<file path="src/rtl/ahbl_master_if.sv">
// ahbl_master_if
//   Bundles the command/response stream and the AHB-Lite master-side bus
//   signals of one ahbl_master instance.
//   master modport: the initiator's view (cmd_* and HREADY/HRDATA/HRESP in,
//                   cmd_ready, rsp_* and H* address/control/data out).
//   slave modport:  the requester + interconnect view (mirror of master).
//
// Handshake: a command transfers on a rising HCLK edge where cmd_valid and
// cmd_ready are both 1; cmd_* fields must be stable while cmd_valid is high,
// and the requester keeps cmd_valid asserted until that edge. rsp_valid is a
// one-cycle pulse with no back-pressure; responses come back in command order.
interface ahbl_master_if;
  logic        cmd_valid;
  logic        cmd_ready;
  logic        cmd_write;
  logic [31:0] cmd_addr;
  logic [2:0]  cmd_size;
  logic [31:0] cmd_wdata;

  logic        rsp_valid;
  logic [31:0] rsp_rdata;
  logic        rsp_err;

  logic [31:0] HADDR;
  logic [1:0]  HTRANS;
  logic [2:0]  HSIZE;
  logic        HWRITE;
  logic [2:0]  HBURST;
  logic [3:0]  HPROT;
  logic [31:0] HWDATA;
  logic        HREADY;
  logic [31:0] HRDATA;
  logic        HRESP;

  modport master (
    input  cmd_valid, cmd_write, cmd_addr, cmd_size, cmd_wdata,
    input  HREADY, HRDATA, HRESP,
    output cmd_ready, rsp_valid, rsp_rdata, rsp_err,
    output HADDR, HTRANS, HSIZE, HWRITE, HBURST, HPROT, HWDATA
  );

  modport slave (
    output cmd_valid, cmd_write, cmd_addr, cmd_size, cmd_wdata,
    output HREADY, HRDATA, HRESP,
    input  cmd_ready, rsp_valid, rsp_rdata, rsp_err,
    input  HADDR, HTRANS, HSIZE, HWRITE, HBURST, HPROT, HWDATA
  );
endinterface

</file>
<file path="src/rtl/ahbl_master.sv">
// ahbl_master
//   AHB-Lite single-transfer initiator. Each accepted command becomes one
//   NONSEQ transfer; the address phase of transfer N+1 overlaps the data phase
//   of transfer N, so with a zero-wait slave one command is issued per cycle.
//   One in-order response is returned per command.
// Ports
//   HCLK       clock
//   HRESET     synchronous, active-high reset
//   bus        ahbl_master_if.master: command stream, response pulse, AHB bus
//   dbg_state  current control state (0 = run, 1 = error hold)
// Parameters
//   HPROT_VAL  constant driven on HPROT
//   ID         instance tag for simulation messages; no hardware effect
module ahbl_master #(
  parameter logic [3:0]  HPROT_VAL = 4'b0011,
  parameter logic [31:0] ID        = 32'h0
) (
  input  logic                 HCLK,
  input  logic                 HRESET,
  ahbl_master_if.master        bus,
  output logic [0:0]           dbg_state
);

  localparam logic [1:0] TR_IDLE   = 2'b00;
  localparam logic [1:0] TR_NONSEQ = 2'b10;

  // ST_ERR_HOLD covers the second cycle of a two-cycle ERROR response.
  typedef enum logic [0:0] {
    ST_RUN      = 1'b0,
    ST_ERR_HOLD = 1'b1
  } state_t;

  state_t      state;

  // A-stage: address/control live on HADDR/HSIZE/HWRITE, wdata held here.
  logic        a_pend;
  logic [31:0] a_wdata;
  // D-stage: transfer currently in its data phase.
  logic        d_valid;
  logic        d_write;

  logic        err_hold;
  logic        accept;
  logic        move;
  logic        complete;
  logic        err_set;
  logic        a_pend_nxt;
  logic        err_hold_nxt;

  assign err_hold      = (state == ST_ERR_HOLD);
  assign bus.cmd_ready = ~HRESET & ~err_hold & (~a_pend | bus.HREADY);
  assign accept        = bus.cmd_valid & bus.cmd_ready;

  // While in error hold the bus shows IDLE, so the pending command is not
  // sampled by the slave and must stay in the A-stage.
  assign move          = a_pend & ~err_hold & bus.HREADY;
  assign complete      = d_valid & bus.HREADY;
  assign err_set       = ~err_hold & d_valid & bus.HRESP & ~bus.HREADY;

  assign a_pend_nxt    = accept | (a_pend & ~move);
  assign err_hold_nxt  = err_set | (err_hold & ~bus.HREADY);

  assign bus.HBURST    = 3'b000;
  assign bus.HPROT     = HPROT_VAL;
  assign dbg_state     = state;

  always_ff @(posedge HCLK) begin
    if (HRESET) begin
      state         <= ST_RUN;
      a_pend        <= 1'b0;
      a_wdata       <= '0;
      d_valid       <= 1'b0;
      d_write       <= 1'b0;
      bus.HTRANS    <= TR_IDLE;
      bus.HADDR     <= '0;
      bus.HSIZE     <= '0;
      bus.HWRITE    <= 1'b0;
      bus.HWDATA    <= '0;
      bus.rsp_valid <= 1'b0;
      bus.rsp_rdata <= '0;
      bus.rsp_err   <= 1'b0;
    end else begin
      state  <= err_hold_nxt ? ST_ERR_HOLD : ST_RUN;
      a_pend <= a_pend_nxt;

      // HTRANS is registered from next-state so a command accepted during the
      // first error cycle still waits out the hold cycle as IDLE.
      bus.HTRANS <= (a_pend_nxt & ~err_hold_nxt) ? TR_NONSEQ : TR_IDLE;

      if (accept) begin
        bus.HADDR  <= bus.cmd_addr;
        bus.HSIZE  <= bus.cmd_size;
        bus.HWRITE <= bus.cmd_write;
        a_wdata    <= bus.cmd_wdata;
      end

      // HWRITE here is still the A-stage value being moved (non-blocking).
      if (move) begin
        d_valid    <= 1'b1;
        d_write    <= bus.HWRITE;
        bus.HWDATA <= a_wdata;
      end else if (complete) begin
        d_valid    <= 1'b0;
      end

      bus.rsp_valid <= complete;
      if (complete) begin
        bus.rsp_rdata <= d_write ? 32'h0 : bus.HRDATA;
        bus.rsp_err   <= bus.HRESP;
      end
    end
  end

endmodule

</file>
<file path="src/flat_wrapper.sv">
// flat-port wrapper written by rule: the top's interface ports become plain ports
module ahbl_master_flat 
#(
  parameter logic [3:0]  HPROT_VAL = 4'b0011,
  parameter logic [31:0] ID        = 32'h0
)
  (HCLK, HRESET, dbg_state, bus_cmd_valid, bus_cmd_write, bus_cmd_addr, bus_cmd_size, bus_cmd_wdata, bus_HREADY, bus_HRDATA, bus_HRESP, bus_cmd_ready, bus_rsp_valid, bus_rsp_rdata, bus_rsp_err, bus_HADDR, bus_HTRANS, bus_HSIZE, bus_HWRITE, bus_HBURST, bus_HPROT, bus_HWDATA);
  ahbl_master_if bus_i ();
  input  logic HCLK;
  input  logic HRESET;
  output logic [0:0] dbg_state;
  input wire logic [$bits(bus_i.cmd_valid)-1:0] bus_cmd_valid;
  input wire logic [$bits(bus_i.cmd_write)-1:0] bus_cmd_write;
  input wire logic [$bits(bus_i.cmd_addr)-1:0] bus_cmd_addr;
  input wire logic [$bits(bus_i.cmd_size)-1:0] bus_cmd_size;
  input wire logic [$bits(bus_i.cmd_wdata)-1:0] bus_cmd_wdata;
  input wire logic [$bits(bus_i.HREADY)-1:0] bus_HREADY;
  input wire logic [$bits(bus_i.HRDATA)-1:0] bus_HRDATA;
  input wire logic [$bits(bus_i.HRESP)-1:0] bus_HRESP;
  output wire logic [$bits(bus_i.cmd_ready)-1:0] bus_cmd_ready;
  output wire logic [$bits(bus_i.rsp_valid)-1:0] bus_rsp_valid;
  output wire logic [$bits(bus_i.rsp_rdata)-1:0] bus_rsp_rdata;
  output wire logic [$bits(bus_i.rsp_err)-1:0] bus_rsp_err;
  output wire logic [$bits(bus_i.HADDR)-1:0] bus_HADDR;
  output wire logic [$bits(bus_i.HTRANS)-1:0] bus_HTRANS;
  output wire logic [$bits(bus_i.HSIZE)-1:0] bus_HSIZE;
  output wire logic [$bits(bus_i.HWRITE)-1:0] bus_HWRITE;
  output wire logic [$bits(bus_i.HBURST)-1:0] bus_HBURST;
  output wire logic [$bits(bus_i.HPROT)-1:0] bus_HPROT;
  output wire logic [$bits(bus_i.HWDATA)-1:0] bus_HWDATA;
  assign bus_i.cmd_valid = bus_cmd_valid;
  assign bus_i.cmd_write = bus_cmd_write;
  assign bus_i.cmd_addr = bus_cmd_addr;
  assign bus_i.cmd_size = bus_cmd_size;
  assign bus_i.cmd_wdata = bus_cmd_wdata;
  assign bus_i.HREADY = bus_HREADY;
  assign bus_i.HRDATA = bus_HRDATA;
  assign bus_i.HRESP = bus_HRESP;
  assign bus_cmd_ready = bus_i.cmd_ready;
  assign bus_rsp_valid = bus_i.rsp_valid;
  assign bus_rsp_rdata = bus_i.rsp_rdata;
  assign bus_rsp_err = bus_i.rsp_err;
  assign bus_HADDR = bus_i.HADDR;
  assign bus_HTRANS = bus_i.HTRANS;
  assign bus_HSIZE = bus_i.HSIZE;
  assign bus_HWRITE = bus_i.HWRITE;
  assign bus_HBURST = bus_i.HBURST;
  assign bus_HPROT = bus_i.HPROT;
  assign bus_HWDATA = bus_i.HWDATA;
  ahbl_master #(.HPROT_VAL(HPROT_VAL), .ID(ID)) u_core (.HCLK(HCLK), .HRESET(HRESET), .bus(bus_i), .dbg_state(dbg_state));
endmodule
</file>
<file path="config.mk">
export PLATFORM = sky130hd
export DESIGN_NAME = ahbl_master_flat
export DESIGN_NICKNAME = d
export VERILOG_FILES = /design/src/rtl/ahbl_master_if.sv /design/src/rtl/ahbl_master.sv /design/src/flat_wrapper.sv
export SDC_FILE = /design/constraint.sdc
export NUM_CORES = 1
export LEC_CHECK = 0
export BUFFER_PORTS_ARGS = -buffer_cell sky130_fd_sc_hd__clkbuf_2
export CAP_MARGIN = 25
export CORE_AREA = 2 2 137 139
export CTS_CLUSTER_DIAMETER = 80
export DETAILED_ROUTE_END_ITERATION = 12
export DIE_AREA = 0 0 139 141
export PLACE_DENSITY = 0.57
export REMOVE_ABC_BUFFERS = 1
export SKIP_CTS_REPAIR_TIMING = 1
export SYNTH_ARGS = -nofsm -noshare
export SYNTH_HDL_FRONTEND = slang
export SYNTH_SLANG_ARGS = --single-unit
</file>
<file path="constraint.sdc">
create_clock -name HCLK -period 1.66 [get_ports HCLK]
set_input_delay 0.166 -clock HCLK [delete_from_list [all_inputs] [get_ports HCLK]]
set_output_delay 0.166 -clock HCLK [all_outputs]
set_load 0.01 [all_outputs]
</file>
; ---- After elaboration in Yosys (flattened, before gate mapping)
; Cells that the tools add are included.
[word_totals]
ff_bits = 140
inputBits = 105
output_inout_bits = 113
wordCells = 40
[op_classes]
muxes = 5
n_bitwise = 21
n_reduce_logical = 1
[ops]
columns = cell, count
row1 = 32-bit 2-to-1 mux, 1
row2 = 1-bit AND, 12
row3 = 1-bit NOT, 6
row4 = 1-bit 2-to-1 mux, 3
row5 = 1-bit OR, 3
row6 = 2-bit 2-to-1 mux, 1
row7 = 2-bit nonzero test, 1

; ---- Logic depth before layout (Yosys ltp)
; Gate-level depths: netlist of run 1.
[depth]
word_depth = 8
mapped_depth = 7
ltp_nobuf = 3

; ---- Worst setup path before layout of run 1
; No wires, ideal clock.
[synth_path]
path_type = register to output
start = register u_core.a_pend
end = output bus_cmd_ready
t_arrival_ps = 1112
required_ps = 1494
slack_ps = 382
stages_incl_launch_ff = 6
path_buffers = 3
path_cell_list = dfxtp_1 nor2b_2 buf_6 buf_6 buf_8 nor3_1
[synth_between]
elab_chain_cells = 3
[synth_lines]
columns = item, line_no
row1 = from (decl), ahbl_master.sv:36  ; logic a_pend;
row2 = from (signal assigned), ahbl_master.sv:84  ; a_pend <= a_pend_nxt;
row3 = 1-bit NOT, ahbl_master.sv:51  ; assign bus.cmd_ready = ~HRESET & ~err_hold & (~a_pend | bus.HREADY);
row4 = 1-bit OR, ahbl_master.sv:51
row5 = 1-bit AND, ahbl_master.sv:51
row6 = to (decl), flat_wrapper.sv:20  ; output wire logic [$bits(bus_i.cmd_ready)-1:0] bus_cmd_ready;
; No other way between the ends.

; ---- Worst setup path after layout of run 1
; Ends and elaborated chain as after synthesis.

==> results.rst, run 1 <==
.. list-table::
   :header-rows: 1

   * - Metric
     - Value
   * - Outcome
     - finished with violations
   * - Violated checks
     - negative hold slack
   * - Routability congestion estimate from global placement
     - 0.697
   * - Number of cells produced by synthesis
     - 571
   * - Ports
     - 218
   * - Starting DRT DRC Count
     - 214
   * - Hold slack
     - -0.0153 ns
   * - P per Cell Area
     - 1060 nW/um^2
   * - Data required time of the worst path
     - 1.49 ns
   * - Total Neg Setup Slack
     - 0 ns
   * - Crit path DAT
     - 1.31 ns
   * - DR vias
     - 5242
   * - Final worst-path setup slack
     - 0.183 ns
   * - Global-route wire length before repair
     - 24.6 mm
   * - Synthesized area
     - 5340 um^2
   * - Skew-Pair Late Insertion Delay
     - 0.40 ns
   * - Category of the worst setup path launch point
     - register
   * - Max-slew violations
     - 0
   * - Worst setup EP type
     - primary output
   * - Clock root buffer master
     - sky130_fd_sc_hd__clkbuf_16
   * - Distinct cell type count of the synthesized netlist
     - 24
   * - Number of buffers inserted by port buffering
     - 209
   * - Sum of overflow across all layers after global routing
     - 0
   * - Post-detailed-placement cell area
     - 6520 um^2
   * - Die boundary height
     - 141 um
   * - Met1 track demand over resource
     - 0.204
   * - Layer carrying the most global-route usage
     - met2
   * - Die ar.
     - 19600 um^2
   * - Global Route Usage Sum
     - 0.156
   * - Sequential share of the synthesized area
     - 0.522
   * - Average cell area after synthesis
     - 9.34 um^2
   * - Fin nets
     - 941
   * - Tcrit/Tclk final
     - 0.890
   * - Horizontal die dimension
     - 139 um
   * - Minimum period implied by the final worst setup slack
     - 1.48 ns
   * - Clock transition at the registers of the reported paths
     - 0.06 ns
   * - Seq cells post-synth
     - 139
   * - Total non-filler cell area in the finished layout
     - 8030 um^2
   * - Detailed placer's ending HPWL
     - 9.59 mm
   * - Largest buffer count on any clock path
     - 2
   * - Core outline area
     - 18300 um^2
   * - TritonRoute pass-1 iters
     - 5
   * - Clock net sink count
     - 139
   * - Worst-path maximum fanout
     - 5
   * - Wire length per cell
     - 15.3 um
   * - Leakage power summed over all cells
     - 3.67 nW
   * - CTS tree
     - yes
   * - Core Rows
     - 50
   * - Number of levels in the clock H-tree
     - 4
   * - Worst IR drop on VDD
     - 0.708 mV
   * - Cell total after placement
     - 963
   * - Worst hold-check path type
     - in -> reg
   * - Inserted Clock Buffers
     - 17
   * - Initial core utilization
     - 0.292
   * - Class of the most critical setup path
     - reg -> out
   * - Max capacitance violation total
     - 0
   * - Final count of hold timing violations
     - 7
   * - Number of nets with antenna violations after routing
     - 0
   * - Largest net degree at the start of global routing
     - 81
   * - Remaining design rule violation count
     - 0
   * - Power consumption
     - 0.00851 W
   * - Count of synthesis-stage warnings from yosys
     - 0
   * - Setup repair after global routing missed its margin
     - no
   * - Number of vias per cell
     - 4.84
   * - Achievable clock frequency
     - 677 MHz
   * - Minimum setup slack among reg-to-reg paths
     - 0.33 ns
   * - Fraction of final layout cells with drive strength greater than 1
     - 0.320
   * - Count of antenna diodes in the layout
     - 0
   * - Final Instance Count excl. Fillers
     - 1083
   * - Number of antenna violations at the first check in global routing
     - 0
   * - Area delta synth->final
     - 50.5%
   * - Final-report setup violation count
     - 0
   * - Minimum setup slack after placement
     - 0.341 ns
   * - Clock skew
     - 0.00352 ns
   * - Global-route met3 utilization
     - 0.0591
   * - Via count of the first global-routing pass
     - 4598
   * - Final wirelength
     - 16.6 mm
   * - GR Util met2
     - 0.239
[sequential cells by signal (all words and copies together) (netlist names)]
| register | flops |
|---|---|
| u_core.bus.HSIZE | 3 |
| u_core.bus.rsp_rdata | 32 |
| u_core.dbg_state | 1 |
| u_core.a_wdata | 32 |
| u_core.bus.rsp_err | 1 |
| u_core.d_valid | 1 |
| u_core.bus.HTRANS | 1 |
| u_core.bus.HWRITE | 1 |
| u_core.bus.HADDR | 32 |
| u_core.bus.HWDATA | 32 |
| u_core.bus.rsp_valid | 1 |
| u_core.d_write | 1 |
| u_core.a_pend | 1 |
[layer usage]
layer	routed length, um	share of wire
met1	7400	0.45
met2	7810	0.47
met3	1210	0.073
met5	0	0
met4	152	0.0092
[synthesized netlist by cell type]
| library cell | count | area, um^2 |
|---|---|---|
| sky130_fd_sc_hd__a21oi_1 | 36 | 180 |
| sky130_fd_sc_hd__a21oi_2 | 1 | 8.76 |
| sky130_fd_sc_hd__a22o_1 | 33 | 289 |
| sky130_fd_sc_hd__and3b_1 | 1 | 8.76 |
| sky130_fd_sc_hd__buf_2 | 39 | 195 |
| sky130_fd_sc_hd__buf_4 | 13 | 97.6 |
| sky130_fd_sc_hd__buf_6 | 11 | 124 |
| sky130_fd_sc_hd__buf_8 | 1 | 15.0 |
| sky130_fd_sc_hd__clkbuf_1 | 9 | 33.8 |
| sky130_fd_sc_hd__conb_1 | 2 | 7.51 |
| sky130_fd_sc_hd__dfxtp_1 | 139 | 2780 |
| sky130_fd_sc_hd__inv_2 | 1 | 3.75 |
| sky130_fd_sc_hd__nand2_1 | 135 | 507 |
| sky130_fd_sc_hd__nand2b_1 | 3 | 18.8 |
| sky130_fd_sc_hd__nand2b_4 | 1 | 13.8 |
| sky130_fd_sc_hd__nand3b_2 | 1 | 11.3 |
| sky130_fd_sc_hd__nand4_1 | 68 | 425 |
| sky130_fd_sc_hd__nor2_1 | 3 | 11.3 |
| sky130_fd_sc_hd__nor2b_1 | 1 | 6.26 |
| sky130_fd_sc_hd__nor2b_2 | 1 | 8.76 |
| sky130_fd_sc_hd__nor3_1 | 3 | 15.0 |
| sky130_fd_sc_hd__nor3_4 | 1 | 16.3 |
| sky130_fd_sc_hd__o211ai_1 | 59 | 443 |
| sky130_fd_sc_hd__o211ai_2 | 9 | 113 |
[layout by cell type (no fill, tap or decap), drive strengths merged]
| cell type | netlist | routed |
|---|---|---|
| nor2b | 2 | 2 |
| nor2 | 3 | 3 |
| nand2 | 135 | 135 |
| dfxtp | 139 | 139 |
| clkinvlp | 0 | 2 |
| nand2b | 4 | 4 |
| a21oi | 37 | 37 |
| and3b | 1 | 1 |
| nor3 | 4 | 4 |
| a22o | 33 | 33 |
| dlygate4sd3 | 0 | 88 |
| conb | 2 | 8 |
| clkbuf | 9 | 230 |
| buf | 64 | 16 |
| nand3b | 1 | 1 |
| bufinv | 0 | 4 |
| nand4 | 68 | 68 |
| inv | 1 | 1 |
| clkinv | 0 | 5 |
| o211ai | 68 | 68 |
[power by group]
part / switching [W] / total (W) / internal (W)
Combinational: 0.000482 / 0.000915 / 0.000433
Clock: 0.00144 / 0.00403 / 0.00259
Sequential: 0.0000797 / 0.00356 / 0.00348
Total: 0.00200 / 0.00851 / 0.00651
[logic make-up (layout without fill, tap and decap cells)]
group | Yosys count | in the layout | share of synthesized area
buffers and inverters | 74 | 346 | 0.0879
AO/OA/AOI/OAI | 138 | 138 | 0.194
AND/OR/NAND/NOR | 218 | 218 | 0.195
flip-flops | 139 | 139 | 0.522
other | 2 | 8 | 0.00141
[metrics by stage]
| stage | hold slack [ns] | util |
|---|---|---|
| floorplan | 0.235 | - |
| global placement | 0.378 | 0.357 |
| detailed placement | 0.379 | 0.357 |
| CTS | -0.0506 | 0.391 |
| global route | -0.00644 | 0.439 |
| finish | -0.0153 | 0.439 |
[final timing paths]
kind                 startpoint                     to  cells past startpoint
max               u_core.a_pend          bus_cmd_ready                      3
max reg2reg    u_core.dbg_state   u_core.bus.HWDATA[5]                      4
min             bus_cmd_addr[9]    u_core.bus.HADDR[9]                      3
min reg2reg  u_core.a_wdata[16]  u_core.bus.HWDATA[16]                      2
[final cells by class]
cell class,count,area (um^2)
clock inverters,11,168
repair buffers,313,2200
inverters,1,6.26
multi-input cells,364,2120
clock buffers,21,460
well taps,234,293
fillers,1769,10200
flip-flops and latches,139,2780
[worst max-delay path, stage by stage (launching register included)]
cell and delay (ns):
sky130_fd_sc_hd__dfxtp_1 0.41, sky130_fd_sc_hd__nor2b_4 0.26, sky130_fd_sc_hd__nor3_1 0.08, sky130_fd_sc_hd__clkbuf_2 0.16
Power figures use the tool's default switching activity.
==> run 2, diff against run 1 <==
--- a/config.mk
+++ b/config.mk
@@ -11,7 +11,7 @@
 export CTS_CLUSTER_DIAMETER = 80
 export DETAILED_ROUTE_END_ITERATION = 12
 export DIE_AREA = 0 0 139 141
-export PLACE_DENSITY = 0.57
+export PLACE_DENSITY = 0.59
 export REMOVE_ABC_BUFFERS = 1
 export SKIP_CTS_REPAIR_TIMING = 1
 export SYNTH_ARGS = -nofsm -noshare
==> constraint.sdc (replaced) <==
create_clock -name HCLK -period 1.25 [get_ports HCLK]
set_input_delay 0.125 -clock HCLK [delete_from_list [all_inputs] [get_ports HCLK]]
set_output_delay 0.125 -clock HCLK [all_outputs]
set_load 0.01 [all_outputs]
==> run 2 against run 1 <==
Compared with the run above: the flow finishes with violations (negative setup slack); critical endpoint unchanged; count of clock-buffer cells in the layout shrank 3; critical path depth grew 1; clock power grew 28%; global-route usage grew 0.39 points; cell area grew 5.0%.
==> results.rst, run 2 (synthesis gave the netlist of run 1 again) <==
.. list-table::
   :header-rows: 1

   * - Metric
     - Value
   * - Die ar.
     - 19600 um^2 (unchanged)
   * - Horizontal die dimension
     - 139 um (unchanged)
   * - Post-detailed-placement cell area
     - 6610 um^2 (was 6520 um^2)
   * - Class of the most critical setup path
     - reg -> out (unchanged)
   * - Switching Power
     - 0.00289 W (was 0.00200 W)
   * - Detailed placer's ending HPWL
     - 10.1 mm (was 9.59 mm)
   * - Sum of overflow across all layers after global routing
     - 0 (unchanged)
   * - CTS tree
     - yes (unchanged)
   * - DR vias
     - 5399 (was 5242)
   * - Reg power frac
     - 0.420 (was 0.418)
   * - Leakage power summed over all cells
     - 3.86 nW (was 3.67 nW)
   * - Max-slew violations
     - 0 (unchanged)
   * - Final wirelength
     - 17.8 mm (was 16.6 mm)
   * - Leading cell type in the layout, fill and taps excluded
     - sky130_fd_sc_hd__clkbuf_2 (unchanged)
   * - Worst hold-check path type
     - in -> reg (unchanged)
   * - Final-report setup violation count
     - 1 (was 0)
   * - Clock skew
     - 0.00973 ns (was 0.00352 ns)
   * - Gate power share
     - 0.122 (was 0.108)
   * - Core Rows
     - 50 (unchanged)
   * - Clock transition at the registers of the reported paths
     - 0.06 ns (about the same)
   * - Global Route Usage Sum
     - 0.160 (was 0.156)
   * - Setup repair after global routing missed its margin
     - yes (was no)
   * - Violated checks
     - negative setup slack (was negative hold slack)
   * - Final worst-path setup slack
     - -0.137 ns (was 0.183 ns)
   * - Total non-filler cell area in the finished layout
     - 8430 um^2 (was 8030 um^2)
   * - Global-route wire length before repair
     - 25.1 mm (was 24.6 mm)
   * - Die boundary height
     - 141 um (unchanged)
   * - Max capacitance violation total
     - 0 (unchanged)
   * - Number of levels in the clock H-tree
     - 4 (unchanged)
   * - Area delta synth->final
     - 58.1% (was 50.5%)
   * - Routability congestion estimate from global placement
     - 0.686 (was 0.697)
   * - Number of antenna violations at the first check in global routing
     - 0 (unchanged)
   * - Clock net sink count
     - 139 (unchanged)
   * - Wire length per cell
     - 15.9 um (was 15.3 um)
   * - Fin nets
     - 974 (was 941)
   * - P per Cell Area
     - 1330 nW/um^2 (was 1060 nW/um^2)
   * - Worst setup EP type
     - primary output (unchanged)
   * - Number of nets with antenna violations after routing
     - 0 (unchanged)
   * - Achievable clock frequency
     - 721 MHz
   * - Sw Share
     - 0.258 (was 0.235)
   * - Total Neg Setup Slack
     - -0.137 ns (was 0 ns)
   * - Number of filler cells placed in the layout
     - 1737 (was 1769)
   * - Count of antenna diodes in the layout
     - 0 (unchanged)
   * - Initial core utilization
     - 0.292 (unchanged)
   * - Remaining design rule violation count
     - 0 (unchanged)
   * - Crit path DAT
     - 1.26 ns (was 1.31 ns)
   * - Core outline area
     - 18300 um^2 (unchanged)
   * - Internal power
     - 0.00833 W (was 0.00651 W)
   * - Worst-path maximum fanout
     - 4 (was 5)
   * - Tcrit/Tclk final
     - 1.11
   * - Largest buffer count on any clock path
     - 2 (unchanged)
   * - Minimum period implied by the final worst setup slack
     - 1.39 ns
   * - Skew-Pair Late Insertion Delay
     - 0.42 ns (was 0.40 ns)
   * - Ports
     - 218 (unchanged)
   * - TritonRoute pass-1 iters
     - 4 (was 5)
   * - Data required time of the worst path
     - 1.12 ns (was 1.49 ns)
   * - Number of buffers inserted by port buffering
     - 209 (unchanged)
   * - Number of vias per cell
     - 4.84 (about the same)
   * - Commonest non-fill, non-tap cells in the layout
     - 208 x sky130_fd_sc_hd__clkbuf_2, 137 x sky130_fd_sc_hd__dfxtp_1, 135 x sky130_fd_sc_hd__nand2_1, 101 x sky130_fd_sc_hd__dlygate4sd3_1, 68 x sky130_fd_sc_hd__nand4_1 (was 209 x sky130_fd_sc_hd__clkbuf_2, 139 x sky130_fd_sc_hd__dfxtp_1, 135 x sky130_fd_sc_hd__nand2_1, 88 x sky130_fd_sc_hd__dlygate4sd3_1, 68 x sky130_fd_sc_hd__nand4_1)
   * - Largest net degree at the start of global routing
     - 50 (was 81)
   * - Clock root buffer master
     - sky130_fd_sc_hd__clkbuf_16 (unchanged)
   * - Via count of the first global-routing pass
     - 4768 (was 4598)
   * - Worst IR drop on VDD
     - 0.905 mV (was 0.708 mV)
   * - Outcome
     - finished with violations (unchanged)
   * - Final count of hold timing violations
     - 0 (was 7)
   * - Fraction of final layout cells with drive strength greater than 1
     - 0.337 (was 0.320)
   * - Inserted Clock Buffers
     - 17 (unchanged)
   * - Starting DRT DRC Count
     - 221 (was 214)
   * - Portion of total power attributed to the clock network
     - 0.458 (was 0.474)
   * - Category of the worst setup path launch point
     - register (unchanged)
-- run 2: area by class of cell --
type                       instances  area, um^2  share of cell area
clock buffer                      18         439              0.0521
clock inverter                    14         160              0.0190
inverter                           1        6.26            0.000742
multi-input combinational        364        2130               0.253
sequential                       139        2790               0.331
tap                              234         293              0.0347
timing repair buffer             346        2610               0.310
-- run 2: final timing paths --
kind,depth (start not counted),start,endpoint,slack [ns]
min reg2reg,2,u_core.a_wdata[29],u_core.bus.HWDATA[29],0.45
max reg2reg,6,u_core.a_pend,u_core.bus.HWDATA[8],0
max,4,u_core.a_pend,bus_cmd_ready,-0.14
min,2,HRESET,u_core.bus.HWDATA[19],0.17
-- run 2: stage by stage --
step / setup WS (ns) / util / hold slack (ns) / power, W / std cells
finish: -0.137 / 0.462 / 0.173 / 0.0112 / 1116
floorplan: -1.76 / - / 0.194 / 0.00523 / 504
global placement: -0.0150 / 0.362 / 0.339 / 0.00584 / 972
CTS: -0.375 / 0.395 / -0.104 / 0.0110 / 1004
global route: -0.201 / 0.462 / 0.170 / 0.0117 / 1116
detailed placement: -0.0290 / 0.362 / 0.339 / 0.00584 / 972
-- run 2: critical path: stages (launching register included) --
cell                      delay (ns)
sky130_fd_sc_hd__dfxtp_4        0.34
sky130_fd_sc_hd__nor2b_4        0.13
sky130_fd_sc_hd__buf_12         0.13
sky130_fd_sc_hd__nor3_4         0.08
sky130_fd_sc_hd__buf_2          0.16
-- run 2: power groups by stage --
stage / combinational, W / clock (W) / sequential (W)
4_1_cts: 0.00103 / 0.00527 / 0.00472
3_3_place_gp: 0.00102 / 0 / 0.00481
5_1_grt: 0.00149 / 0.00546 / 0.00474
6_report: 0.00137 / 0.00514 / 0.00472
2_1_floorplan: 0.000376 / 0 / 0.00486
3_5_place_dp: 0.00102 / 0 / 0.00481
-- run 2: routing by layer --
metal,share of wire,global-route usage,vias to the layer above
li1,-,-,2649
met1,0.43,0.205,2495
met2,0.48,0.252,241
met3,0.076,0.0571,14
met4,0.0091,0.0494,0
met5,0,0,-
==> run 3, diff against run 2 <==
--- a/config.mk
+++ b/config.mk
@@ -5,6 +5,7 @@
 export SDC_FILE = /design/constraint.sdc
 export NUM_CORES = 1
 export LEC_CHECK = 0
+export ABC_AREA = 1
 export BUFFER_PORTS_ARGS = -buffer_cell sky130_fd_sc_hd__clkbuf_2
 export CAP_MARGIN = 25
 export CORE_AREA = 2 2 137 139
==> run 3 against run 2 <==
Compared with the run above: the run ends with negative hold slack left; setup slack better by 0.16 ns; flip-flop and latch count stayed put; total power up 3.9%; hold slack got worse by 0.21 ns; via count decreased by 2.8%; global-route usage shrank 2.0 points; cell count is 17% higher; combinational power up 5%; wire length shrank 17%; first-iteration DRC count fell by 23%; fmax grew 13%.
==> results.rst, run 3 <==
.. list-table::
   :header-rows: 1

   * - Metric
     - Value
   * - TritonRoute pass-1 iters
     - 4 (unchanged)
   * - Outcome
     - finished with violations (unchanged)
   * - Minimum setup slack after placement
     - -0.0495 ns (was -0.0290 ns)
   * - DR vias
     - 5248 (was 5399)
   * - Fraction of final layout cells with drive strength greater than 1
     - 0.259 (was 0.337)
   * - P per Cell Area
     - 1400 nW/um^2 (was 1330 nW/um^2)
   * - Class of the most critical setup path
     - reg -> out (unchanged)
   * - Sequential share of the synthesized area
     - 0.520 (was 0.522)
   * - Total Neg Setup Slack
     - 0 ns (was -0.137 ns)
   * - Number of cells produced by synthesis
     - 755 (was 571)
   * - Violated checks
     - negative hold slack (was negative setup slack)
   * - Cells along the critical path
     - nor2_4 -> and2_4 -> buf_6 (was nor2b_4 -> buf_12 -> nor3_4 -> buf_2)
   * - Worst setup EP type
     - primary output (unchanged)
   * - Leakage power summed over all cells
     - 4.29 nW (was 3.86 nW)
   * - Global Route Usage Sum
     - 0.139 (was 0.160)
   * - Achievable clock frequency
     - 814 MHz (was 721 MHz)
   * - Leading cell type in the layout, fill and taps excluded
     - sky130_fd_sc_hd__clkbuf_2 (unchanged)
   * - Largest net degree at the start of global routing
     - 72 (was 50)
   * - Global-route wire length before repair
     - 22.2 mm (was 25.1 mm)
   * - Top cells by area in the synthesized netlist
     - sky130_fd_sc_hd__dfxtp_1 52%, sky130_fd_sc_hd__nor2_1 14%, sky130_fd_sc_hd__nand2_1 13%, sky130_fd_sc_hd__o21ai_0 6.1%, sky130_fd_sc_hd__inv_1 5.0% (was sky130_fd_sc_hd__dfxtp_1 52%, sky130_fd_sc_hd__nand2_1 9.5%, sky130_fd_sc_hd__o211ai_1 8.3%, sky130_fd_sc_hd__nand4_1 8.0%, sky130_fd_sc_hd__a22o_1 5.4%)
   * - Most numerous cell in the Yosys netlist
     - sky130_fd_sc_hd__nor2_1 (was sky130_fd_sc_hd__dfxtp_1)
   * - Final worst-path setup slack
     - 0.0219 ns (was -0.137 ns)
   * - Count of synthesis-stage warnings from yosys
     - 0 (unchanged)
   * - Total non-filler cell area in the finished layout
     - 8330 um^2 (was 8430 um^2)
   * - Ports
     - 218 (unchanged)
   * - Crit path DAT
     - 1.10 ns (was 1.26 ns)
   * - Average cell area after synthesis
     - 7.09 um^2 (was 9.34 um^2)
   * - Sum of overflow across all layers after global routing
     - 0 (unchanged)
   * - Distinct cell type count of the synthesized netlist
     - 15 (was 24)
   * - Share of the synthesized netlist area taken by xor and xnor gates
     - 0 (unchanged)
   * - List of most frequent post-synthesis cells
     - 205 x sky130_fd_sc_hd__nor2_1, 179 x sky130_fd_sc_hd__nand2_1, 139 x sky130_fd_sc_hd__dfxtp_1 (was 139 x sky130_fd_sc_hd__dfxtp_1, 135 x sky130_fd_sc_hd__nand2_1, 68 x sky130_fd_sc_hd__nand4_1)
   * - Setup repair after global routing missed its margin
     - yes (unchanged)
   * - Horizontal die dimension
     - 139 um (unchanged)
   * - Die boundary height
     - 141 um (unchanged)
   * - Clock transition at the registers of the reported paths
     - 0.06 ns (about the same)
   * - Most used flip-flop cell after synthesis
     - sky130_fd_sc_hd__dfxtp_1 (unchanged)
   * - Worst-path maximum fanout
     - 2 (was 4)
   * - Core outline area
     - 18300 um^2 (unchanged)
   * - Final wirelength
     - 14.8 mm (was 17.8 mm)
   * - Number of vias per cell
     - 4.02 (was 4.84)
   * - Worst hold-check path type
     - in -> reg (unchanged)
   * - Clock root buffer master
     - sky130_fd_sc_hd__clkbuf_16 (unchanged)
   * - Fin nets
     - 1163 (was 974)
   * - Wire length per cell
     - 11.3 um (was 15.9 um)
   * - Remaining design rule violation count
     - 0 (unchanged)
   * - Tcrit/Tclk final
     - 0.982 (was 1.11)
   * - Max capacitance violation total
     - 0 (unchanged)
   * - Max-slew violations
     - 0 (unchanged)
   * - Number of levels in the clock H-tree
     - 4 (unchanged)
   * - Final-report setup violation count
     - 0 (was 1)
   * - Seq cells post-synth
     - 139 (unchanged)
   * - Area taken by flip-flops and latches
     - 2790 um^2 (about the same)
   * - Inserted Clock Buffers
     - 17 (unchanged)
   * - Number of antenna violations at the first check in global routing
     - 0 (unchanged)
   * - Commonest non-fill, non-tap cells in the layout
     - 208 x sky130_fd_sc_hd__clkbuf_2, 204 x sky130_fd_sc_hd__nor2_1, 178 x sky130_fd_sc_hd__nand2_1, 137 x sky130_fd_sc_hd__dfxtp_1, 96 x sky130_fd_sc_hd__dlygate4sd3_1 (was 208 x sky130_fd_sc_hd__clkbuf_2, 137 x sky130_fd_sc_hd__dfxtp_1, 135 x sky130_fd_sc_hd__nand2_1, 101 x sky130_fd_sc_hd__dlygate4sd3_1, 68 x sky130_fd_sc_hd__nand4_1)
   * - Routability congestion estimate from global placement
     - 0.733 (was 0.686)
   * - Worst IR drop on VDD
     - 0.916 mV (was 0.905 mV)
   * - Largest family of logic cells by synthesized area
     - simple AND/OR/NAND/NOR gates (unchanged)
   * - Post-detailed-placement cell area
     - 6680 um^2 (was 6610 um^2)
   * - Number of buffers inserted by port buffering
     - 209 (unchanged)
   * - Synthesized-area fraction occupied by and/or/nand/nor cells
     - 0.305 (was 0.195)
   * - CTS tree
     - yes (unchanged)
   * - Synthesized area
     - 5350 um^2 (was 5340 um^2)
   * - Core Rows
     - 50 (unchanged)
   * - Area used by multi-input combinational logic
     - 2030 um^2 (was 2130 um^2)
   * - Minimum period implied by the final worst setup slack
     - 1.23 ns (was 1.39 ns)
   * - Number of flops mapped to enable cells by yosys
     - 0 (unchanged)
   * - Multiplexer share of the synthesized area
     - 0 (unchanged)
   * - Post-synthesis compound-gate area fraction
     - 0.0626 (was 0.194)
   * - Skew-Pair Late Insertion Delay
     - 0.41 ns (was 0.42 ns)
   * - Number of filler cells placed in the layout
     - 1828 (was 1737)
   * - Category of the worst setup path launch point
     - register (unchanged)
   * - Area delta synth->final
     - 55.6% (was 58.1%)
   * - Detailed placer's ending HPWL
     - 9.40 mm (was 10.1 mm)
   * - Data required time of the worst path
     - 1.12 ns (about the same)
   * - Via count of the first global-routing pass
     - 4455 (was 4768)
   * - Hold slack
     - -0.0383 ns (was 0.173 ns)
   * - Initial core utilization
     - 0.293 (was 0.292)
   * - Final count of hold timing violations
     - 5 (was 0)
   * - Worst-path cell with the longest stage delay
     - sky130_fd_sc_hd__dfxtp_2 (was sky130_fd_sc_hd__dfxtp_4)
   * - Post-Synth Adder-Cell Area
     - 0 (unchanged)
   * - Count of antenna diodes in the layout
     - 0 (unchanged)
   * - Cell taking the most area after synthesis
     - sky130_fd_sc_hd__dfxtp_1 (unchanged)
   * - Starting DRT DRC Count
     - 171 (was 221)
   * - Number of nets with antenna violations after routing
     - 0 (unchanged)
   * - Area share of the largest cell type after synthesis
     - 0.520 (was 0.522)
   * - Synth async-reset ratio
     - 0 (unchanged)
   * - Largest buffer count on any clock path
     - 2 (unchanged)
   * - Minimum setup slack among reg-to-reg paths
     - 0.07 ns (was 0 ns)
   * - Clock skew
     - 0.00559 ns (was 0.00973 ns)
   * - Die ar.
     - 19600 um^2 (unchanged)
   * - Power consumption
     - 0.0117 W (was 0.0112 W)
   * - Worst stage delay on the critical path
     - 0.33 ns (was 0.34 ns)
   * - Clock net sink count
     - 139 (unchanged)
run 3: report_power, final:
| group | internal, W | total, W | switching, W |
|---|---|---|---|
| Combinational | 0.000710 | 0.00144 | 0.000729 |
| Clock | 0.00346 | 0.00544 | 0.00198 |
| Sequential | 0.00467 | 0.00479 | 0.000117 |
| Total | 0.00884 | 0.0117 | 0.00283 |
run 3: per-layer routing:
layer / vias to the layer above / track usage / routed length [um]
met4: 0 / 0.0436 / 143
met5: - / 0 / 0
met3: 11 / 0.0537 / 774
met2: 124 / 0.217 / 7020
met1: 2250 / 0.179 / 6830
li1: 2863 / - / -
run 3: final cells by class:
cell class / count / share of cell area
Timing Repair Buffer: 330 / 0.276
Sequential cell: 139 / 0.334
Multi-Input combinational cell: 496 / 0.244
Tap cell: 234 / 0.0352
Clock buffer: 19 / 0.0544
Clock inverter: 13 / 0.0222
Inverter: 74 / 0.0337
run 3: path summary, 6_finish.rpt:
check / start / endpoint / cells after the start
max: u_core.dbg_state / bus_cmd_ready / 3
min: bus_HRDATA[13] / u_core.bus.rsp_rdata[13] / 3
max reg2reg: u_core.dbg_state / u_core.bus.HADDR[4] / 7
min reg2reg: u_core.bus.rsp_err / u_core.bus.rsp_err / 2
run 3: logic make-up (layout without fill, tap and decap cells):
family | count (synthesis) | in the layout
simple gates | 421 | 421
flops | 139 | 139
buf+inv | 126 | 436
compound gates | 67 | 67
other cells | 2 | 8
run 3: critical path: cells and delay by family (launching register included):
family	cells	cell delay, ns
DFF	1	0.33
and+or+nand+nor	2	0.26
buffers and inverters	1	0.10
run 3: per-stage QoR:
step,std cells,utilization
after floorplan,709,-
after global placement,1177,0.366
after detailed placement,1177,0.366
after CTS,1209,0.401
after global routing,1305,0.456
final,1305,0.456
